$ cat src/rtl/weight_fetch_sched.sv
// Weight-load read scheduler: splits a layer's weight groups into bounded DDR read bursts,
// counts returned beats, and pulses load_done/state_rst to the layer FSM when the load completes.
module weight_fetch_sched #(
    parameter int unsigned DDR_RD_WIDTH         = 256,
    parameter int unsigned WEIGHT_CHANNEL_WIDTH = 1296,
    parameter int unsigned ADDR_WIDTH           = 32,
    parameter int unsigned BURST_MAX            = 16,
    parameter int unsigned CNT_WIDTH            = 16,
    parameter logic [2:0]  LOAD_STATE           = 3'd1
) (
    input  logic                  clk,
    input  logic                  rstn,
    input  logic [2:0]            current_state,
    input  logic [ADDR_WIDTH-1:0] cfg_base_addr,
    input  logic [CNT_WIDTH-1:0]  cfg_group_num,
    output logic                  rd_cmd_valid,
    input  logic                  rd_cmd_ready,
    output logic [ADDR_WIDTH-1:0] rd_cmd_addr,
    output logic [7:0]            rd_cmd_len,
    input  logic                  DDR_valid_in,
    output logic                  load_busy,
    output logic                  load_done,
    output logic                  state_rst,
    output logic                  err_overrun
);

    localparam int unsigned BEATS_PER_GROUP =
        (WEIGHT_CHANNEL_WIDTH + DDR_RD_WIDTH - 1) / DDR_RD_WIDTH;
    localparam int unsigned REM_W = CNT_WIDTH + 3;
    localparam logic [REM_W-1:0]      BURST_MAX_REM = REM_W'(BURST_MAX);
    localparam logic [ADDR_WIDTH-1:0] BEAT_BYTES    = ADDR_WIDTH'(DDR_RD_WIDTH / 8);

    typedef enum logic [2:0] {
        StIdle,
        StCmd,
        StData,
        StDrain,
        StDone
    } state_e;

    state_e                state_q;
    logic [2:0]            prev_state_q;
    logic [ADDR_WIDTH-1:0] cur_addr_q;
    logic [REM_W-1:0]      rem_beats_q;
    logic [7:0]            beat_cnt_q;

    logic             start;
    logic             abort;
    logic             last_beat;
    logic [7:0]       beat_cnt_inc;
    logic [REM_W-1:0] start_rem;

    function automatic logic [7:0] burst_len(input logic [REM_W-1:0] rem);
        return (rem > BURST_MAX_REM) ? 8'(BURST_MAX) : rem[7:0];
    endfunction

    assign start        = (state_q == StIdle) && (current_state == LOAD_STATE)
                          && (prev_state_q != LOAD_STATE);
    assign abort        = (current_state != LOAD_STATE);
    assign start_rem    = REM_W'(cfg_group_num) * REM_W'(BEATS_PER_GROUP);
    assign beat_cnt_inc = beat_cnt_q + 8'd1;
    // rd_cmd_len still holds the length of the burst in flight during DATA/DRAIN
    assign last_beat    = DDR_valid_in && (beat_cnt_inc == rd_cmd_len);

    always_ff @(posedge clk or negedge rstn) begin
        if (!rstn) begin
            state_q      <= StIdle;
            prev_state_q <= 3'd0;
            cur_addr_q   <= '0;
            rem_beats_q  <= '0;
            beat_cnt_q   <= 8'd0;
            rd_cmd_valid <= 1'b0;
            rd_cmd_addr  <= '0;
            rd_cmd_len   <= 8'd0;
            load_busy    <= 1'b0;
            load_done    <= 1'b0;
            state_rst    <= 1'b0;
            err_overrun  <= 1'b0;
        end else begin
            prev_state_q <= current_state;
            case (state_q)
                StIdle: begin
                    if (start) begin
                        err_overrun <= 1'b0;
                        cur_addr_q  <= cfg_base_addr;
                        rem_beats_q <= start_rem;
                        if (cfg_group_num == '0) begin
                            state_q   <= StDone;
                            load_done <= 1'b1;
                            state_rst <= 1'b1;
                        end else begin
                            state_q      <= StCmd;
                            rd_cmd_valid <= 1'b1;
                            rd_cmd_addr  <= cfg_base_addr;
                            rd_cmd_len   <= burst_len(start_rem);
                            load_busy    <= 1'b1;
                        end
                    end
                    // A stray beat is still an overrun even if it lands on the start cycle
                    if (DDR_valid_in) begin
                        err_overrun <= 1'b1;
                    end
                end
                StCmd: begin
                    if (DDR_valid_in) begin
                        err_overrun <= 1'b1;
                    end
                    if (abort) begin
                        state_q      <= StIdle;
                        rd_cmd_valid <= 1'b0;
                        load_busy    <= 1'b0;
                    end else if (rd_cmd_ready) begin
                        state_q      <= StData;
                        rd_cmd_valid <= 1'b0;
                        cur_addr_q   <= cur_addr_q + ADDR_WIDTH'(rd_cmd_len) * BEAT_BYTES;
                        rem_beats_q  <= rem_beats_q - REM_W'(rd_cmd_len);
                        beat_cnt_q   <= 8'd0;
                    end
                end
                StData: begin
                    if (DDR_valid_in) begin
                        beat_cnt_q <= beat_cnt_inc;
                    end
                    if (abort) begin
                        if (last_beat) begin
                            state_q   <= StIdle;
                            load_busy <= 1'b0;
                        end else begin
                            state_q <= StDrain;
                        end
                    end else if (last_beat) begin
                        if (rem_beats_q == '0) begin
                            state_q   <= StDone;
                            load_busy <= 1'b0;
                            load_done <= 1'b1;
                            state_rst <= 1'b1;
                        end else begin
                            state_q      <= StCmd;
                            rd_cmd_valid <= 1'b1;
                            rd_cmd_addr  <= cur_addr_q;
                            rd_cmd_len   <= burst_len(rem_beats_q);
                        end
                    end
                end
                StDrain: begin
                    if (DDR_valid_in) begin
                        beat_cnt_q <= beat_cnt_inc;
                    end
                    if (last_beat) begin
                        state_q   <= StIdle;
                        load_busy <= 1'b0;
                    end
                end
                StDone: begin
                    if (DDR_valid_in) begin
                        err_overrun <= 1'b1;
                    end
                    state_q   <= StIdle;
                    load_done <= 1'b0;
                    state_rst <= 1'b0;
                end
                default: begin
                    state_q <= StIdle;
                end
            endcase
        end
    end

endmodule

$ cat config.mk
export PLATFORM = sky130hd
export DESIGN_NAME = weight_fetch_sched
export DESIGN_NICKNAME = d
export VERILOG_FILES = /design/src/rtl/weight_fetch_sched.sv
export SDC_FILE = /design/constraint.sdc
export NUM_CORES = 1
export LEC_CHECK = 0
export ABC_AREA = 1
export BUFFER_PORTS_ARGS = -buffer_cell sky130_fd_sc_hd__clkbuf_2
export CORE_AREA = 2 2 178 180
export DETAILED_ROUTE_END_ITERATION = 6
export DIE_AREA = 0 0 180 182
export GPL_ROUTABILITY_DRIVEN = 0
export PLACE_DENSITY = 0.5
export SYNTH_ARGS = -nofsm -noshare
export SYNTH_HDL_FRONTEND = slang
export SYNTH_SLANG_ARGS = --single-unit
$ cat constraint.sdc
create_clock -name clk -period 2.4 [get_ports clk]
set_input_delay 0.48 -clock clk [delete_from_list [all_inputs] [get_ports clk]]
set_output_delay 0.48 -clock clk [all_outputs]
set_load 0.01 [all_outputs]
==> metrics.md, run 1 <==
| Metric | Value |
|---|---|
| Status | `finished clean` |
| Nets | `around 1500` |
| Area leader, netlist | `dfrtp_1` |
| Clock Sinks | `approximately 110` |
| Port buffer count | `99` |
| Die extent in x | `~180 um` |
| CTS tree | `done` |
| Vias per Instance | `4.58` |
| Worst-Margin Slew | `~740 ps` |
| Setup tns final | `0 ps` |
| Yosys reg bits | `109` |
| Final Skew | `between 15 and 20 ps` |
| Num CTS Buffers | `9` |
| Final instance area | `10200 um^2` |
| Slowest CP cell | `dfrtp_1` |
| Initial antenna violation count | `0` |
| Power per cell area | `approximately 1100 nW/um^2` |
| Gr ovfl total | `0` |
| Synth area leaders | `dfrtp_1, nand2_1, inv_1` |
| Via count | `just over 8000` |
| Worst min-delay path class | `input port to asynchronous set/reset pin` |
| Synthesized area per cell | `roughly 6.7 um^2` |
| DR DRC count | `0` |
| Core area | `a little over 30000 um^2` |
| Synth cell types | `45` |
| Vias in the first global route | `between 7000 and 8000` |
| Max VDD drop | `0.523 mV` |
| CTS H-tree depth | `3` |
| Worst R2R End | `cur_addr_q[25]$_DFFE_PN0P_` |
| Total Wirelength | `24300 um` |
| Slew headroom | `about 51%` |
| # rows | `65` |
| GRT Overall Usage | `between 10% and 20%` |
| Area grow syn2layout | `23.8%` |
| DRT antenna net count | `0` |
| WL met2 | `approximately 11000 um` |
| Yosys top cell area share | `between 30% and 40%` |
| First-pass GRT wire length | `39600 um` |
| Iteration-0 DRC Markers | `between 500 and 600` |
| Top cell by count, worst path | `nand2_1` |
| Final worst-path cycle share | `just over 90%` |
| Sequential share of the synthesized area | `33.2%` |
| Warnings from Yosys | `0` |
| Die span in y | `182 um` |
| # setup viols final | `0` |
| Syn_nets | `1322` |
| Crit path DAT | `~2500 ps` |
| Final min period | `about 2200 ps` |
| Fin util | `approximately a third` |
| CP peak stage delay | `~370 ps` |
| Top routing layer used | `met4` |
| Flop2flop setup slack | `170 ps` |
| Per-cell routed wire length | `13.6 um` |
| Critical Path Sink Type | `flip-flop` |
| Lkg Pwr | `approximately 5.2 nW` |
| DP Area | `about 9700 um^2` |
| Critical path type | `flip-flop to flip-flop` |
| Die Area | `32800 um^2` |
| Initial Utilization | `26.5%` |
| Reg2reg start | `cur_addr_q[5]$_DFFE_PN0P_` |
| CP max FO | `3` |
| Clock transition at path regs | `90 ps` |
| Fmax | `0.449 GHz` |
| Max clock buf depth | `2` |
| Share of layout cells above drive strength 1 | `about 18%` |
| Number of diodes | `0` |
| DR pass1 iterations | `5` |
| IO Count | `100` |
| Post-CTS Hold Buffers | `0` |
| Worst reg-to-reg path cell count | `16` |
| WL met1 | `12100 um` |
| Worst-path cell chain | `ha_2 -> inv_1 -> fa_2 -> inv_1 -> nand3_1 -> nand2_2 -> a21boi_1 -> o21ai_2 -> nand2_2 -> buf_4 -> nor2_4 -> nand2_1 -> nand2_1 -> nand2_1 -> nand2_1 -> o21ai_1` |
| Max Slew Vio Count | `0` |
| CTS root buf | `clkbuf_16` |
| Met3 Wirelength | `840 um` |
| Synth Instances | `approximately 1200` |
| HPWL Detailed | `roughly 19000 um` |
| Largest net degree at the start of global routing | `between 60 and 70` |
| Max-cap viol count | `0` |
| Worst EP required | `~2700 ps` |
| Final hold vios | `0` |
| Critical Path Start Type | `flip-flop` |
| Worst skew pair latency | `around 370 ps` |
| Cell Area, Synth | `between 8000 and 9000 um^2` |
-- flip-flops by register name, indices dropped and copies added, names as in the netlist, 3 cells and up --
| register | flops |
|---|---|
| prev_state_q | 3 |
| rd_cmd_len | 8 |
| cur_addr_q | 32 |
| rem_beats_q | 19 |
| beat_cnt_q | 8 |
| rd_cmd_addr | 32 |
| state_q | 3 |
-- kinds of logic (layout without fill, tap and decap cells) --
group	count (synthesis)	in the layout	synth area share [%]
flops	109	109	33.2
buf+inv	216	382	10.5
mux	13	13	1.59
compound gates	208	208	14.0
xor+xnor	13	13	1.39
fa+ha+maj	45	45	7.14
simple gates	618	618	32.2
-- per-layer routing --
| metal | up-vias | global-route usage (%) |
|---|---|---|
| met5 | - | 0 |
| met4 | 0 | 3.90 |
| met3 | 21 | 1.62 |
| met2 | 139 | 23.9 |
| met1 | 3748 | 20.8 |
| li1 | 4286 | - |
-- layout make-up --
type	instances	area [um^2]
Clock buffer	10	239
Clock inverter	6	70.1
Fill cell	3366	20800
Inverter	179	674
Multi-Input combinational cell	897	4720
Sequential cell	109	2730
Tap cell	402	503
Timing Repair Buffer	187	1230
-- worst max-delay path: cells and delay by family (launching register included) --
| family | cells | cell delay, ps |
|---|---|---|
| compound gates | 3 | 340 |
| fa+ha+maj | 2 | 520 |
| buf+inv | 3 | 270 |
| flops | 1 | 370 |
| simple gates | 8 | 640 |
-- metrics by stage --
step	power [mW]	hold slack, ps	setup slack (ps)	std cells
6_report	10.9	122	173	1790
5_1_grt	11.9	151	-16.9	1790
4_1_cts	10.8	134	23.3	1787
3_5_place_dp	9.13	470	-146	1771
3_3_place_gp	9.07	462	-153	1771
2_1_floorplan	7.19	184	24.4	1222
-- report_power, final --
| part | total [mW] | switching, mW | internal [mW] |
|---|---|---|---|
| clock network | 1.61 | 0.763 | 0.846 |
| logic | 6.06 | 3.72 | 2.35 |
| registers | 3.20 | 0.584 | 2.61 |
| total | 10.9 | 5.07 | 5.80 |
-- Yosys cell counts --
| cell | n |
|---|---|
| nand4_2 | 1 |
| xor2_1 | 9 |
| nor2_2 | 2 |
| xnor2_1 | 4 |
| nor4_1 | 3 |
| clkinv_1 | 1 |
| o31ai_1 | 1 |
| nor2_1 | 92 |
| and2_1 | 2 |
| buf_2 | 9 |
| buf_1 | 1 |
| inv_1 | 173 |
| ha_1 | 42 |
| o21a_1 | 4 |
| buf_6 | 5 |
| o211ai_1 | 11 |
| o21bai_1 | 3 |
| nand4_1 | 24 |
| or2_2 | 5 |
| o21ai_2 | 4 |
| nand2_2 | 2 |
| nand3_1 | 91 |
| nor3b_4 | 1 |
| nor3_2 | 2 |
| nand3_2 | 1 |
| inv_2 | 5 |
| clkbuf_1 | 20 |
| buf_4 | 1 |
| mux2i_1 | 13 |
| a32o_1 | 1 |
| a31o_2 | 1 |
| o22ai_1 | 8 |
| a21boi_0 | 4 |
| nor3_4 | 1 |
| o221ai_1 | 2 |
| a21oi_1 | 53 |
| dfrtp_1 | 109 |
| a31oi_1 | 4 |
| o21ai_1 | 42 |
| nand3b_1 | 8 |
| o21ai_0 | 70 |
| clkbuf_2 | 1 |
| fa_1 | 3 |
| nor3_1 | 21 |
| nand2_1 | 362 |
-- what timing repair did --
action | CTS | global route
gates cloned | 0 | 1
pin swaps | 0 | 5
buffers inserted | 0 | 2
setup endpoints to repair | 3 | 63
gates resized for setup | 2 | 27
-- layout by cell type, fill, tap and decap left out, types with 2 or more instances in the layout --
cell,count
nand2_1,358
inv_1,173
dfrtp_1,109
clkbuf_2,98
nand3_1,87
nor2_1,87
buf_4,84
o21ai_0,70
a21oi_1,53
o21ai_1,41
ha_1,40
nand4_1,24
nor3_1,20
mux2i_1,13
o211ai_1,11
clkbuf_16,10
xor2_1,9
o22ai_1,8
nand3b_1,8
inv_2,5
nand2_2,5
o21ai_2,5
or2_2,5
xnor2_1,4
o21a_1,4
a31oi_1,4
nor2_2,4
nand3_2,4
buf_12,4
a21boi_1,3
nor2_4,3
nor3_2,3
o21bai_1,3
nor4_1,3
clkinvlp_4,3
and2_1,2
fa_2,2
ha_2,2
-- worst max-delay path by stage --
stage / from / endpoint / slack [ps] / cells past startpoint
2_1_floorplan: rd_cmd_len[0]$_DFFE_PN0P_ / cur_addr_q[19]$_DFFE_PN0P_ / 20 / 15
3_3_place_gp: cfg_group_num[1] / rd_cmd_len[4]$_DFFE_PN0P_ / -150 / 17
3_5_place_dp: cfg_group_num[1] / rd_cmd_len[4]$_DFFE_PN0P_ / -150 / 17
4_1_cts: cur_addr_q[5]$_DFFE_PN0P_ / cur_addr_q[25]$_DFFE_PN0P_ / 20 / 16
5_1_grt: cur_addr_q[5]$_DFFE_PN0P_ / cur_addr_q[25]$_DFFE_PN0P_ / -20 / 16
6_report: cur_addr_q[5]$_DFFE_PN0P_ / cur_addr_q[25]$_DFFE_PN0P_ / 170 / 16
(Power assumes the default switching activity.)
==> inputs of run 2 (changes only) <==
--- a/config.mk
+++ b/config.mk
@@ -7,11 +7,13 @@
 export LEC_CHECK = 0
 export ABC_AREA = 1
 export BUFFER_PORTS_ARGS = -buffer_cell sky130_fd_sc_hd__clkbuf_2
-export CORE_AREA = 2 2 178 180
+export CELL_PAD_IN_SITES_DETAIL_PLACEMENT = 1
+export CELL_PAD_IN_SITES_GLOBAL_PLACEMENT = 1
+export CORE_AREA = 2 2 229 141
 export DETAILED_ROUTE_END_ITERATION = 6
-export DIE_AREA = 0 0 180 182
+export DIE_AREA = 0 0 231 143
 export GPL_ROUTABILITY_DRIVEN = 0
-export PLACE_DENSITY = 0.5
+export PLACE_DENSITY = 0.63
 export SYNTH_ARGS = -nofsm -noshare
 export SYNTH_HDL_FRONTEND = slang
 export SYNTH_SLANG_ARGS = --single-unit
==> run 2 against run 1 <==
Sequential cell count stayed put. Die area is 0.83% higher. Hold slack better by 35 ps. Wire length is 26% higher. Power is 5.9% higher. Core utilization is 1.1 points higher. Largest cell class unchanged.
==> metrics.md, run 2 (synthesized netlist as in run 1, its figures left out) <==
| Metric | Value |
|---|---|
| Status | `finished clean (unchanged)` |
| Slew headroom | `54.0% (was 50.8%)` |
| Unrepaired setup endpoints after global routing | `true` |
| Max-cap viol count | `0 (unchanged)` |
| # setup viols final | `0 (unchanged)` |
| Final worst-path cycle share | `96.6% (was 92.8%)` |
| Vias in the first global route | `8466 (was 7703)` |
| Die span in y | `143 um (was 182 um)` |
| Power per cell area | `1100 nW/um^2 (was 1070 nW/um^2)` |
| Most frequent cells in the layout | `nand2_1, inv_1, buf_4 (was nand2_1, inv_1, dfrtp_1)` |
| Biggest regs | `cur_addr_q x32, rd_cmd_addr x32, rem_beats_q x19 (unchanged)` |
| Die extent in x | `231 um (was 180 um)` |
| Clock transition at path regs | `80 ps (was 90 ps)` |
| DR pass1 iterations | `5 (unchanged)` |
| Worst EP required | `2680 ps (was 2660 ps)` |
| CTS H-tree depth | `3 (unchanged)` |
| Max Slew Vio Count | `0 (unchanged)` |
| Number of diodes | `0 (unchanged)` |
| Fmax | `0.431 GHz (was 0.449 GHz)` |
| Total Wirelength | `30500 um (was 24300 um)` |
| CTS tree | `done (unchanged)` |
| Die Area | `33000 um^2 (was 32800 um^2)` |
| Final min period | `2320 ps (was 2230 ps)` |
| Area grow syn2layout | `27.2% (was 23.8%)` |
| Critical Path Start Type | `flip-flop (unchanged)` |
| Via count | `8665 (was 8194)` |
| Worst skew pair latency | `380 ps (was 370 ps)` |
| Largest net degree at the start of global routing | `110 (was 69)` |
| First-pass GRT wire length | `47100 um (was 39600 um)` |
| Clock Sinks | `109 (unchanged)` |
| Final instance area | `10400 um^2 (was 10200 um^2)` |
| Vias per Instance | `4.72 (was 4.58)` |
| Commonest non-fill, non-tap cell in the layout | `nand2_1 (unchanged)` |
| Final hold vios | `0 (unchanged)` |
| # rows | `50 (was 65)` |
| DP Worst Slack | `-227 ps (was -146 ps)` |
| GRT Overall Usage | `18.3% (was 14.7%)` |
| Final Skew | `13.4 ps (was 18.1 ps)` |
| Core area | `30800 um^2 (was 31000 um^2)` |
| Initial antenna violation count | `0 (unchanged)` |
| Tot Pwr | `11.5 mW (was 10.9 mW)` |
| DRT antenna net count | `0 (unchanged)` |
| Worst-Margin Slew | `690 ps (was 738 ps)` |
| DP Area | `9870 um^2 (was 9710 um^2)` |
| Fill count | `3971 (was 3366)` |
| Initial Utilization | `26.7% (was 26.5%)` |
| Setup ws final | `81.4 ps (was 173 ps)` |
| Max clock buf depth | `2 (unchanged)` |
| Max VDD drop | `0.410 mV (was 0.523 mV)` |
| CP max FO | `3 (unchanged)` |
| CTS root buf | `clkbuf_16 (unchanged)` |
| Critical path type | `flip-flop to flip-flop (unchanged)` |
| Port buffer count | `99 (unchanged)` |
| Critical Path Sink Type | `flip-flop (unchanged)` |
| Iteration-0 DRC Markers | `528 (was 519)` |
| IO Count | `100 (unchanged)` |
| Worst min-delay path class | `input port to asynchronous set/reset pin (unchanged)` |
| Crit path DAT | `2600 ps (was 2480 ps)` |
| Num CTS Buffers | `9 (unchanged)` |
| Setup tns final | `0 ps (unchanged)` |
| DR DRC count | `0 (unchanged)` |
| Per-cell routed wire length | `16.6 um (was 13.6 um)` |
| Post-CTS Hold Buffers | `0 (unchanged)` |
| Nets | `1514 (was 1483)` |
| Gr ovfl total | `0 (unchanged)` |
| Lkg Pwr | `5.30 nW (was 5.16 nW)` |
| Share of layout cells above drive strength 1 | `20.8% (was 17.9%)` |
| HPWL Detailed | `23500 um (was 19000 um)` |
run 2: cell count changes in the layout (fill, tap and decap cells not counted), moves of 3 or more:
| cell | before | now |
|---|---|---|
| buf_4 | 84 | 114 |
| ha_1 | 40 | 36 |
| inv_1 | 173 | 170 |
| inv_2 | 5 | 8 |
| a21boi_2 | 0 | 3 |
run 2: cell type report:
class	count	area, um^2	share of cell area, %
Clock buffer	10	229	2.19
Timing Repair Buffer	218	1470	14.1
Multi-Input combinational cell	897	4770	45.7
Inverter	179	674	6.46
Tap cell	416	520	4.99
Clock inverter	6	46.3	0.443
Sequential cell	109	2730	26.1
run 2: per-layer routing:
metal	GRT usage [%]	wire (um)	vias up
met2	25.0	11600	135
met1	29.2	17300	4171
met4	2.48	217	0
li1	-	-	4344
met5	0	0	-
met3	4.05	1370	15
run 2: report_power, final:
part / internal [mW] / switching, mW
combinational: 2.56 / 4.17
sequential: 2.61 / 0.653
clock: 0.717 / 0.801
total: 5.89 / 5.62
run 2: final timing paths:
check,endpoint,cells past startpoint,slack [ps],startpoint
min,beat_cnt_q[1]$_DFFE_PN0P_,2,160,rstn
min reg2reg,cur_addr_q[1]$_DFFE_PN0P_,2,480,cur_addr_q[1]$_DFFE_PN0P_
min in group clk,prev_state_q[0]$_DFF_PN0_,1,220,current_state[0]
max,cur_addr_q[19]$_DFFE_PN0P_,14,80,rd_cmd_len[3]$_DFFE_PN0P_
max reg2reg,cur_addr_q[19]$_DFFE_PN0P_,14,80,rd_cmd_len[3]$_DFFE_PN0P_
max in group asynchronous,rem_beats_q[6]$_DFFE_PN0P_,2,1690,rstn
run 2: critical path, stage by stage (launching register included):
cell	delay [ps]
dfrtp_1	390
buf_4	150
ha_1	330
a21oi_1	200
nand2_2	100
a21boi_2	220
o21ai_2	100
nand2_2	110
buf_4	140
nor2_4	40
buf_4	130
o21ai_1	130
nand2_1	80
nand2_1	70
inv_1	30
run 2: through the flow:
stage	utilization, %	hold WS [ps]	instances
final	33.9	157	1835
after global routing	33.9	201	1835
after CTS	33.0	202	1822
after detailed placement	32.1	470	1806
after global placement	32.1	463	1806
after floorplan	-	184	1222
run 2: timing repair:
item / in CTS / in global routing
pin swaps: 0 / 12
resized for setup: 5 / 46
cloned: 0 / 2
setup endpoints to repair: 15 / 73
setup buffers: 0 / 11
